[config.mk]
export PLATFORM = sky130hd
export DESIGN_NAME = div_ctrl_rv32m
export DESIGN_NICKNAME = d
export VERILOG_FILES = /design/src/rtl/div_ctrl_rv32m.sv
export SDC_FILE = /design/constraint.sdc
export NUM_CORES = 1
export LEC_CHECK = 0
export CAP_MARGIN = 25
export CORE_UTILIZATION = 45
export DETAILED_ROUTE_END_ITERATION = 10
export PLACE_DENSITY = 0.87
export SLEW_MARGIN = 20
export SYNTH_ARGS = -nofsm -noshare
export SYNTH_HDL_FRONTEND = slang
export SYNTH_SLANG_ARGS = --single-unit
export TNS_END_PERCENT = 20
[constraint.sdc]
create_clock -name clk -period 2.75 [get_ports clk]
set_clock_uncertainty 0.1 [all_clocks]
set_input_delay 0.55 -clock clk [delete_from_list [all_inputs] [get_ports clk]]
set_output_delay 0.55 -clock clk [all_outputs]
set_load 0.1 [all_outputs]
[src/rtl/div_ctrl_rv32m.sv]
// div_ctrl_rv32m: control wrapper that runs RV32M DIV/DIVU/REM/REMU on an
// external unsigned iterative divider core.
//
// Handshakes (both channels): a transfer happens on a rising clk edge where
// valid && ready are both 1. The request side is accepted only in IDLE with
// no flush. The response side holds valid, data and tag stable until ready.
//
// Ports
//   clk, rstLow              clock, asynchronous active-low reset
//   i_req_valid/o_req_ready  request handshake
//   i_funct3                 100 DIV, 101 DIVU, 110 REM, 111 REMU
//   i_rs1, i_rs2             dividend, divisor
//   i_rd_tag                 destination tag, returned with the result
//   i_flush                  abort in-flight/pending operation
//   o_resp_valid/i_resp_ready, o_resp_data, o_resp_tag  result channel
//   o_core_a/o_core_b        unsigned core operands
//   o_core_start             one-cycle core start pulse (ISSUE only)
//   i_core_busy, i_core_q, i_core_r  core status and results
//   o_dbg_state              current FSM state
module div_ctrl_rv32m #(
  parameter int TAG_W = 5
) (
  input  logic             clk,
  input  logic             rstLow,
  input  logic             i_req_valid,
  output logic             o_req_ready,
  input  logic [2:0]       i_funct3,
  input  logic [31:0]      i_rs1,
  input  logic [31:0]      i_rs2,
  input  logic [TAG_W-1:0] i_rd_tag,
  input  logic             i_flush,
  output logic             o_resp_valid,
  input  logic             i_resp_ready,
  output logic [31:0]      o_resp_data,
  output logic [TAG_W-1:0] o_resp_tag,
  output logic [31:0]      o_core_a,
  output logic [31:0]      o_core_b,
  output logic             o_core_start,
  input  logic             i_core_busy,
  input  logic [31:0]      i_core_q,
  input  logic [31:0]      i_core_r,
  output logic [2:0]       o_dbg_state
);

  typedef enum logic [2:0] {
    IDLE  = 3'd0,
    ISSUE = 3'd1,
    ARM   = 3'd2,
    RUN   = 3'd3,
    POST  = 3'd4,
    RESP  = 3'd5,
    DRAIN = 3'd6
  } state_t;

  state_t r_state, w_next;

  logic             r_is_rem;
  logic             r_neg_q;
  logic             r_neg_r;
  logic             r_seen_busy;
  logic [31:0]      r_result;
  logic [TAG_W-1:0] r_tag;
  logic [31:0]      r_core_a;
  logic [31:0]      r_core_b;

  // Request decode. Encodings without funct3[2] set are run as unsigned.
  logic        w_signed;
  logic        w_is_rem;
  logic        w_rs1_neg;
  logic        w_rs2_neg;
  logic [31:0] w_abs1;
  logic [31:0] w_abs2;
  logic        w_div0;
  logic        w_ovf;
  logic        w_bypass;
  logic [31:0] w_bypass_data;
  logic        w_accept;

  assign w_signed  = i_funct3[2] & ~i_funct3[0];
  assign w_is_rem  = i_funct3[1];
  assign w_rs1_neg = w_signed & i_rs1[31];
  assign w_rs2_neg = w_signed & i_rs2[31];
  // Negating 0x80000000 wraps back to itself, which is the wanted magnitude.
  assign w_abs1    = w_rs1_neg ? (32'd0 - i_rs1) : i_rs1;
  assign w_abs2    = w_rs2_neg ? (32'd0 - i_rs2) : i_rs2;
  assign w_div0    = (i_rs2 == 32'd0);
  assign w_ovf     = w_signed && (i_rs1 == 32'h8000_0000) && (i_rs2 == 32'hFFFF_FFFF);
  assign w_bypass  = w_div0 | w_ovf;
  assign w_bypass_data = w_div0 ? (w_is_rem ? i_rs1 : 32'hFFFF_FFFF)
                                : (w_is_rem ? 32'd0 : 32'h8000_0000);

  // rstLow gates req_ready so every output is 0 while reset is held.
  assign o_req_ready  = rstLow && (r_state == IDLE) && !i_flush;
  assign w_accept     = i_req_valid && o_req_ready;
  assign o_core_start = (r_state == ISSUE);
  assign o_resp_valid = (r_state == RESP);
  assign o_resp_data  = r_result;
  assign o_resp_tag   = r_tag;
  assign o_core_a     = r_core_a;
  assign o_core_b     = r_core_b;
  assign o_dbg_state  = r_state;

  always_comb begin
    w_next = r_state;
    case (r_state)
      IDLE:  if (w_accept) w_next = w_bypass ? RESP : ISSUE;
      ISSUE: w_next = i_flush ? DRAIN : ARM;
      ARM:   if (i_flush) w_next = DRAIN;
             else if (i_core_busy) w_next = RUN;
      RUN:   if (i_flush) w_next = DRAIN;
             else if (!i_core_busy) w_next = POST;
      POST:  w_next = i_flush ? IDLE : RESP;
      RESP:  if (i_flush || i_resp_ready) w_next = IDLE;
      // Core was started; wait for its busy pulse to finish, ignore result.
      DRAIN: if (r_seen_busy && !i_core_busy) w_next = IDLE;
      default: w_next = IDLE;
    endcase
  end

  always_ff @(posedge clk or negedge rstLow) begin
    if (!rstLow) r_state <= IDLE;
    else         r_state <= w_next;
  end

  always_ff @(posedge clk or negedge rstLow) begin
    if (!rstLow) begin
      r_is_rem    <= 1'b0;
      r_neg_q     <= 1'b0;
      r_neg_r     <= 1'b0;
      r_seen_busy <= 1'b0;
      r_result    <= 32'd0;
      r_tag       <= '0;
      r_core_a    <= 32'd0;
      r_core_b    <= 32'd0;
    end else begin
      if (w_accept) begin
        r_is_rem <= w_is_rem;
        r_neg_q  <= w_rs1_neg ^ w_rs2_neg;
        r_neg_r  <= w_rs1_neg;
        r_tag    <= i_rd_tag;
        r_core_a <= w_abs1;
        r_core_b <= w_abs2;
        if (w_bypass) r_result <= w_bypass_data;
      end
      if (r_state == POST) begin
        if (r_is_rem) r_result <= r_neg_r ? (32'd0 - i_core_r) : i_core_r;
        else          r_result <= r_neg_q ? (32'd0 - i_core_q) : i_core_q;
      end
      // Entering DRAIN from RUN means busy was already seen high; from
      // ISSUE/ARM it may still be about to rise.
      if (r_state != DRAIN && w_next == DRAIN)
        r_seen_busy <= i_core_busy || (r_state == RUN);
      else if (r_state == DRAIN && i_core_busy)
        r_seen_busy <= 1'b1;
    end
  end

endmodule

==> summary.md, run 1 <==
| Metric | Value |
|---|---|
| Main synth FF type | dfrtp_1 |
| Cell area after synthesis | ~7600 sq um |
| Core area | 16500 sq um |
| CP Max Fanout | 3 |
| Crit-path max cell delay | between 0.6 and 0.7 ns |
| Initial cell density of the core | 0.460 |
| Post-synth net total | between 1000 and 1500 |
| Distinct cells, synth | 66 |
| Sequential area share after synthesis | 0.355 |
| Static power due to leakage | 0.00517 uW |
| Failing checks | DRC, setup timing |
| Hold WC Path Type | input pin to asynchronous set/reset pin |
| Vias per std cell | ~5.8 |
| Post-synthesis adder-cell area fraction | 0.00823 |
| Worst reg-to-reg path cell count | 5 |
| Post-DRT Antenna Nets | 0 |
| Status | finished, violations left |
| Hold_buf cts | 0 |
| Die area | 17400 sq um |
| First-pass GRT wire length | 43300 um |
| Synth Area in XOR/XNOR | 0.134 |
| DRT iter0 DRCs | approximately 770 |
| Final RePlAce weighted congestion | roughly 0.93 |
| Final setup margin | -0.0354 ns |
| Clock latency on the worst-skew pair | ~0.35 ns |
| EDFF count, synth | 0 |
| Largest net degree at the start of global routing | slightly below 70 |
| Power density over the cells | ~1200 nW/um^2 |
| Dpl hpwl | approximately 21000 um |
| Design Power | 14300 uW |
| Largest cells by area after synthesis | dfrtp_1 (36%), xor2_1 (8.1%), o21ai_0 (6.8%) |
| Worst hold slack | around 0.27 ns |
| Clk buf depth | 2 |
| Async set-reset flop share out of synthesis | 1.00 |
| Yosys top cell by area | dfrtp_1 |
| N_diodes | 0 |
| RSZ-0062 raised after global routing | true |
| Vias in the first global route | ~8500 |
| Top Ports | 249 |
| CTS tree | built |
| Tmin final | roughly 2.8 ns |
| IO buf count | 248 |
| Die Height | 132 um |
| Slowest cell on the critical path | or4b_2 |
| Ys Warns | 0 |
| DR pass1 iterations | 8 |
| Setup_tns | -0.0661 ns |
| Setup crit end kind | register |
| GRT Util Overall | 0.315 |
| Total wire length | 28500 um |
| Root buf cell | clkbuf_16 |
| Slew HR | 0.225 |
| CP startpoint kind | input pin |
| Final Cycle Share | 1.01 |
| Top cells by count, synth | nand2_1 (122), dfrtp_1 (108), o21ai_0 (103) |
| Synth top area share | 0.355 |
| Remaining DRCs | 2 |
| Worst Path Class, Setup | input pin to register |
| Routed via count | between 8000 and 9000 |
| Post-route insts no fill | around 1500 |
| H-tree levels | 3 |
| Total CTS buffers | 9 |
| Mapped Cells | between 900 and 1000 |
| Largest family of logic cells by synthesized area | compound AO/OA/AOI/OAI gates |
| Fill cell count | around 1100 |
| Synth-to-Final Area Change | 58.9% |
| Worst-margin pin slew | around 1.2 ns |
| Final #Nets | around 1500 |
| Compound-Gate Fraction of Synth Area | 0.232 |
| Post-synthesis mux area share | 0.00395 |
| Routed len/inst | approximately 19 um |
| Core Rows | 47 |
| Fin. Hold Viols | 0 |
| Die Width | 132 um |
| CTS clock-pin slew for the worst setup and hold paths | approximately 0.070 ns |
| Worst VDD drop | about 1.0 mV |
| Final Max Slew Viols | 0 |
| Final setup viols | 2 |
| Required @ worst endpoint | between 2 and 3 ns |
| Seq cells post-synth | ~110 |
| Most common cell in the netlist | nand2_1 |
| Max Fclk | around 360 MHz |
| Critical path cell sequence | clkdlybuf4s50_1 -> or4_4 -> or3_4 -> or4b_2 -> and3_4 -> nor2b_1 -> o2bb2ai_1 |
| Maxcap violations | 0 |
| Initial antenna violation count | 1 |
| Worst Path Arrival | between 2 and 3 ns |
| Simple-Gate Fraction of Synth Area | 0.220 |
| Clock sink count | between 100 and 150 |
| Syn avg cell area | around 8.3 sq um |
| Total gr overflow | 0 |
| Placed insts | 1507 |
| Share of cells above drive strength 1 | 0.308 |
==> placed cells by master, fill, tap and decap left out, types with 16 or more instances in the layout <==
cell and n:
nor2_1 59, clkdlybuf4s50_1 123, nand2_1 122, o21ai_0 101, o31ai_1 27, nand2b_1 16
a21oi_1 24, inv_1 20, buf_4 300, dfrtp_1 107, xnor2_1 46, xor2_1 70
==> sequential cells by signal (all words and copies together) (netlist names) <==
name	cells
o_resp_tag	5
o_dbg_state	3
o_core_b	32
r_seen_busy	1
r_neg_r	1
r_neg_q	1
o_resp_data	32
r_is_rem	1
o_core_a	32
==> kinds of logic after synthesis <==
kind of cell	Yosys count
simple gates	331
compound gates	267
xor+xnor	116
flops	108
buf+inv	82
fa+ha+maj	5
mux	3
==> path summary, 6_finish.rpt <==
kind / from / endpoint / slack, ns
setup reg to reg: r_neg_q / o_resp_data[3] / 0.37
hold reg to reg: o_core_a[0] / o_core_a[0] / 0.38
max in group asynchronous: rstLow / o_core_b[30] / 1.06
hold / removal: rstLow / o_resp_data[12] / 0.27
min in group clk: o_core_a[0] / o_core_a[0] / 0.38
setup / recovery: i_core_q[10] / o_resp_data[29] / -0.04
==> through the flow <==
| stage | util | setup slack [ns] | area, sq um |
|---|---|---|---|
| 3_3_place_gp | 0.683 | -0.579 | 11300 |
| 6_report | 0.731 | -0.0354 | 12100 |
| 2_1_floorplan | - | -0.197 | 7610 |
| 3_5_place_dp | 0.683 | -0.638 | 11300 |
| 4_1_cts | 0.718 | 0.0000142 | 11900 |
| 5_1_grt | 0.731 | -0.106 | 12100 |
==> cell type report <==
cell class,instances,area [sq um],area share
multi-input combinational,723,4950,0.410
timing repair buffer,451,3790,0.313
sequential,108,2700,0.224
tap,220,275,0.0228
clock buffer,10,229,0.0190
inverter,21,78.8,0.00652
clock inverter,5,53.8,0.00445
==> worst max-delay path, delay by kind of cell <==
family | cells | cell delay (ns)
AO/OA/AOI/OAI | 1 | 0.08
buffers and inverters | 1 | 0.43
AND/OR/NAND/NOR | 5 | 1.87
==> power by group <==
group          switching, uW  total, uW  internal [uW]
Combinational           7630      10100           2470
Clock                    563       1260            698
Sequential               623       2980           2360
Total                   8820      14300           5530
==> per-layer routing <==
layer / share of wire / track usage / wire (um) / up-vias
met4: 0.046 / 0.156 / 1300 / 2
met2: 0.48 / 0.531 / 13700 / 432
met1: 0.39 / 0.391 / 11200 / 4210
met5: 0.00049 / 0 / 14 / -
li1: - / - / - / 4126
met3: 0.079 / 0.0542 / 2260 / 88
==> repair_timing <==
item | CTS | global route
pin swaps | 26 | 11
gates resized for setup | 66 | 31
setup endpoints to repair | 39 | 34
setup buffers | 10 | 4
gates cloned | 2 | 0
(Power assumes the default switching activity.)
==> run 2, diff against run 1 <==
--- a/config.mk
+++ b/config.mk
@@ -5,8 +5,9 @@
 export SDC_FILE = /design/constraint.sdc
 export NUM_CORES = 1
 export LEC_CHECK = 0
-export CAP_MARGIN = 25
+export CAP_MARGIN = 40
 export CORE_UTILIZATION = 45
+export CTS_CLUSTER_SIZE = 10
 export DETAILED_ROUTE_END_ITERATION = 10
 export PLACE_DENSITY = 0.87
 export SLEW_MARGIN = 20
==> summary.md, run 2 (synthesized netlist as in run 1, its figures left out) <==
| Metric | Value |
|---|---|
| Status | finished, violations left |
| Failing checks | DRC, setup timing |
| Root buf cell | clkbuf_16 |
| Die Width | 132 um (unchanged) |
| Critical path cell sequence | clkdlybuf4s50_1 -> nor4_2 -> buf_4 -> nand4_1 -> buf_4 -> or4_4 -> buf_4 -> nor3_1 -> a31oi_2 -> o22ai_1 |
| Worst Path Arrival | 2.92 ns (about the same) |
| Remaining DRCs | 2 (unchanged) |
| IO buf count | 248 (unchanged) |
| Fill cell count | 1110 (+0.73%) |
| Worst reg-to-reg path cell count | 8 (+3) |
| CP Max Fanout | 5 (+2) |
| Largest net degree at the start of global routing | 68 (unchanged) |
| Max Fclk | 363 MHz (+1.1%) |
| WP depth | 10 (+3) |
| Die area | 17400 sq um (unchanged) |
| Worst Path Class, Setup | input pin to register |
| Initial cell density of the core | 0.460 (unchanged) |
| Most frequent cells in the layout | buf_4 (303), nand2_1 (121), clkdlybuf4s50_1 (110), dfrtp_1 (107), o21ai_0 (102) |
| DR pass1 iterations | 9 (+1) |
| H-tree levels | 3 (unchanged) |
| Placed insts | 1508 (+0.066%) |
| Final setup viols | 1 (-1) |
| First-pass GRT wire length | 43400 um (+0.16%) |
| Power density over the cells | 1180 nW/um^2 (-0.42%) |
| Total CTS buffers | 9 (unchanged) |
| RSZ-0062 raised after global routing | true |
| Initial antenna violation count | 0 (-1) |
| Net Sw Power | 8870 uW (+0.53%) |
| Tmin final | 2.75 ns (-0.0316 ns) |
| Total wire length | 28800 um (+1.1%) |
| Worst VDD drop | 0.888 mV (-13%) |
| Core area | 16500 sq um (unchanged) |
| Sequential power share | 0.200 (-0.008) |
| Maxcap violations | 0 (unchanged) |
| Share of cells above drive strength 1 | 0.312 (+0.00370) |
| Post-layout util | 0.742 (+0.0105) |
| N_diodes | 0 (unchanged) |
| Worst Setup SP | i_rs2[7] |
| Routed len/inst | 18.6 um (+0.45%) |
| R2R setup slack | 0.41 ns (+0.04 ns) |
| R2r startpoint | o_dbg_state[0] |
| Hold_buf cts | 0 (unchanged) |
| Setup_tns | -0.00387 ns (+0.0623 ns) |
| Post-DRT Antenna Nets | 0 (unchanged) |
| Synth-to-Final Area Change | 61.2% |
| Crit path max-delay family | simple AND/OR/NAND/NOR gates |
| DRT iter0 DRCs | 862 (+12%) |
| Logic gate share of total power | 0.716 (+0.012) |
| Final #Nets | 1470 (+0.62%) |
| Total buffers and inverters traversed by the critical path | 4 (+3) |
| Clock network power share | 0.085 (-0.003) |
| Crit-path max cell delay | 0.54 ns (-0.09 ns) |
| Core Rows | 47 (unchanged) |
| Required @ worst endpoint | 2.91 ns (+0.02 ns) |
| Critical R2R Capture | o_resp_data[1] |
| Die Height | 132 um (unchanged) |
| Total gr overflow | 0 (unchanged) |
| GRT Util Overall | 0.316 (+0.000449) |
| Final Max Slew Viols | 0 (unchanged) |
| Pint | 5630 uW (+1.8%) |
| Static power due to leakage | 0.00538 uW (+4.0%) |
| Dpl hpwl | 21300 um (about the same) |
| Post-Place Setup Slack | -0.669 ns (-0.0312 ns) |
| CTS tree | built |
| Clock sink count | 108 (unchanged) |
| Switch share | 0.612 (-0.00292) |
| Clock latency on the worst-skew pair | 0.34 ns (about the same) |
| Post-route insts no fill | 1548 (+0.65%) |
| Vias in the first global route | 8434 (-0.73%) |
| Most numerous cell on the critical path | buf_4 |
| Final setup margin | -0.00387 ns (+0.0316 ns) |
| Setup crit end | o_resp_data[30] |
| Final Cycle Share | 1.00 (-0.0115) |
| CP startpoint kind | input pin |
| Hold WC Path Type | input pin to asynchronous set/reset pin |
| Final RePlAce weighted congestion | 0.933 (unchanged) |
| Top Ports | 249 (unchanged) |
| Routed via count | 9045 (+2.1%) |
| Slowest cell on the critical path | or4_4 |
| CTS clock-pin slew for the worst setup and hold paths | 0.07 ns (about the same) |
| Fin. Hold Viols | 0 (unchanged) |
| Slew HR | 0.526 (+0.300) |
| Vias per std cell | 5.84 (+1.5%) |
| Setup crit end kind | register |
| Worst-margin pin slew | 0.709 ns (-0.453 ns) |
| Clk buf depth | 2 (unchanged) |
| Most common cell after layout, fill and taps aside | buf_4 |
run 2: cell types whose count changed in the layout (fill, tap and decap cells not counted), moves of 4 or more:
cell and delta:
buf_16 +4, clkdlybuf4s50_1 -13, dlymetal6s2s_1 +14, o31ai_1 +4, o31ai_2 -6
run 2: power by group through the flow:
stage	Combinational (uW)	Clock (uW)	Sequential (uW)
after detailed placement	9880	0	2950
after floorplan	2090	0	8150
after global routing	10700	1300	2970
after CTS	10100	1230	2940
final	10400	1230	2890
after global placement	9710	0	2930
run 2: worst min-delay path by stage:
| stage | from | slack, ns | to | cells after the start |
|---|---|---|---|---|
| after floorplan | rstLow | 0.15 | o_core_a[0] | 0 |
| after global placement | o_resp_tag[2] | 0.36 | o_resp_tag[2] | 2 |
| after detailed placement | o_core_b[31] | 0.37 | o_core_b[31] | 2 |
| after CTS | rstLow | 0.29 | r_neg_r | 2 |
| after global routing | rstLow | 0.31 | r_neg_r | 2 |
| final | rstLow | 0.27 | r_neg_r | 2 |
run 2: final cells by class:
class	count	area (sq um)	share of cell area
timing repair buffer	460	3970	0.324
clock buffer	12	256	0.0209
tap	220	275	0.0225
clock inverter	4	23.8	0.00194
inverter	21	78.8	0.00643
multi-input combinational	723	4950	0.404
sequential	108	2700	0.221
run 2: metrics by stage:
| stage | power [uW] | hold slack [ns] | cell area [sq um] |
|---|---|---|---|
| after floorplan | 10200 | 0.154 | 7610 |
| after global placement | 12600 | 0.358 | 11300 |
| after detailed placement | 12800 | 0.370 | 11300 |
| after CTS | 14300 | 0.288 | 11900 |
| after global routing | 15000 | 0.313 | 12300 |
| final | 14500 | 0.273 | 12300 |
run 2: layer usage:
layer,vias up,GRT usage,routed length (um)
li1,4150,-,-
met1,4302,0.414,11600
met2,513,0.523,13800
met3,80,0.0342,2150
met4,0,0.151,1300
met5,-,0,0
run 2: worst reg2reg max path, cell delays in order (launching register included):
cell	delay, ns
dfrtp_2	0.41
nor4bb_1	0.25
buf_4	0.18
nand2_4	0.06
nor4_1	0.32
and4_4	0.30
nor3_4	0.11
buf_8	0.17
a221o_2	0.34
run 2: timing repair:
| action | 4_1_cts | 5_1_grt |
|---|---|---|
| gates cloned | 3 | 2 |
| resized for setup | 65 | 50 |
| pin swaps | 26 | 19 |
| setup buffers | 11 | 5 |
| endpoints found under the setup margin | 37 | 32 |
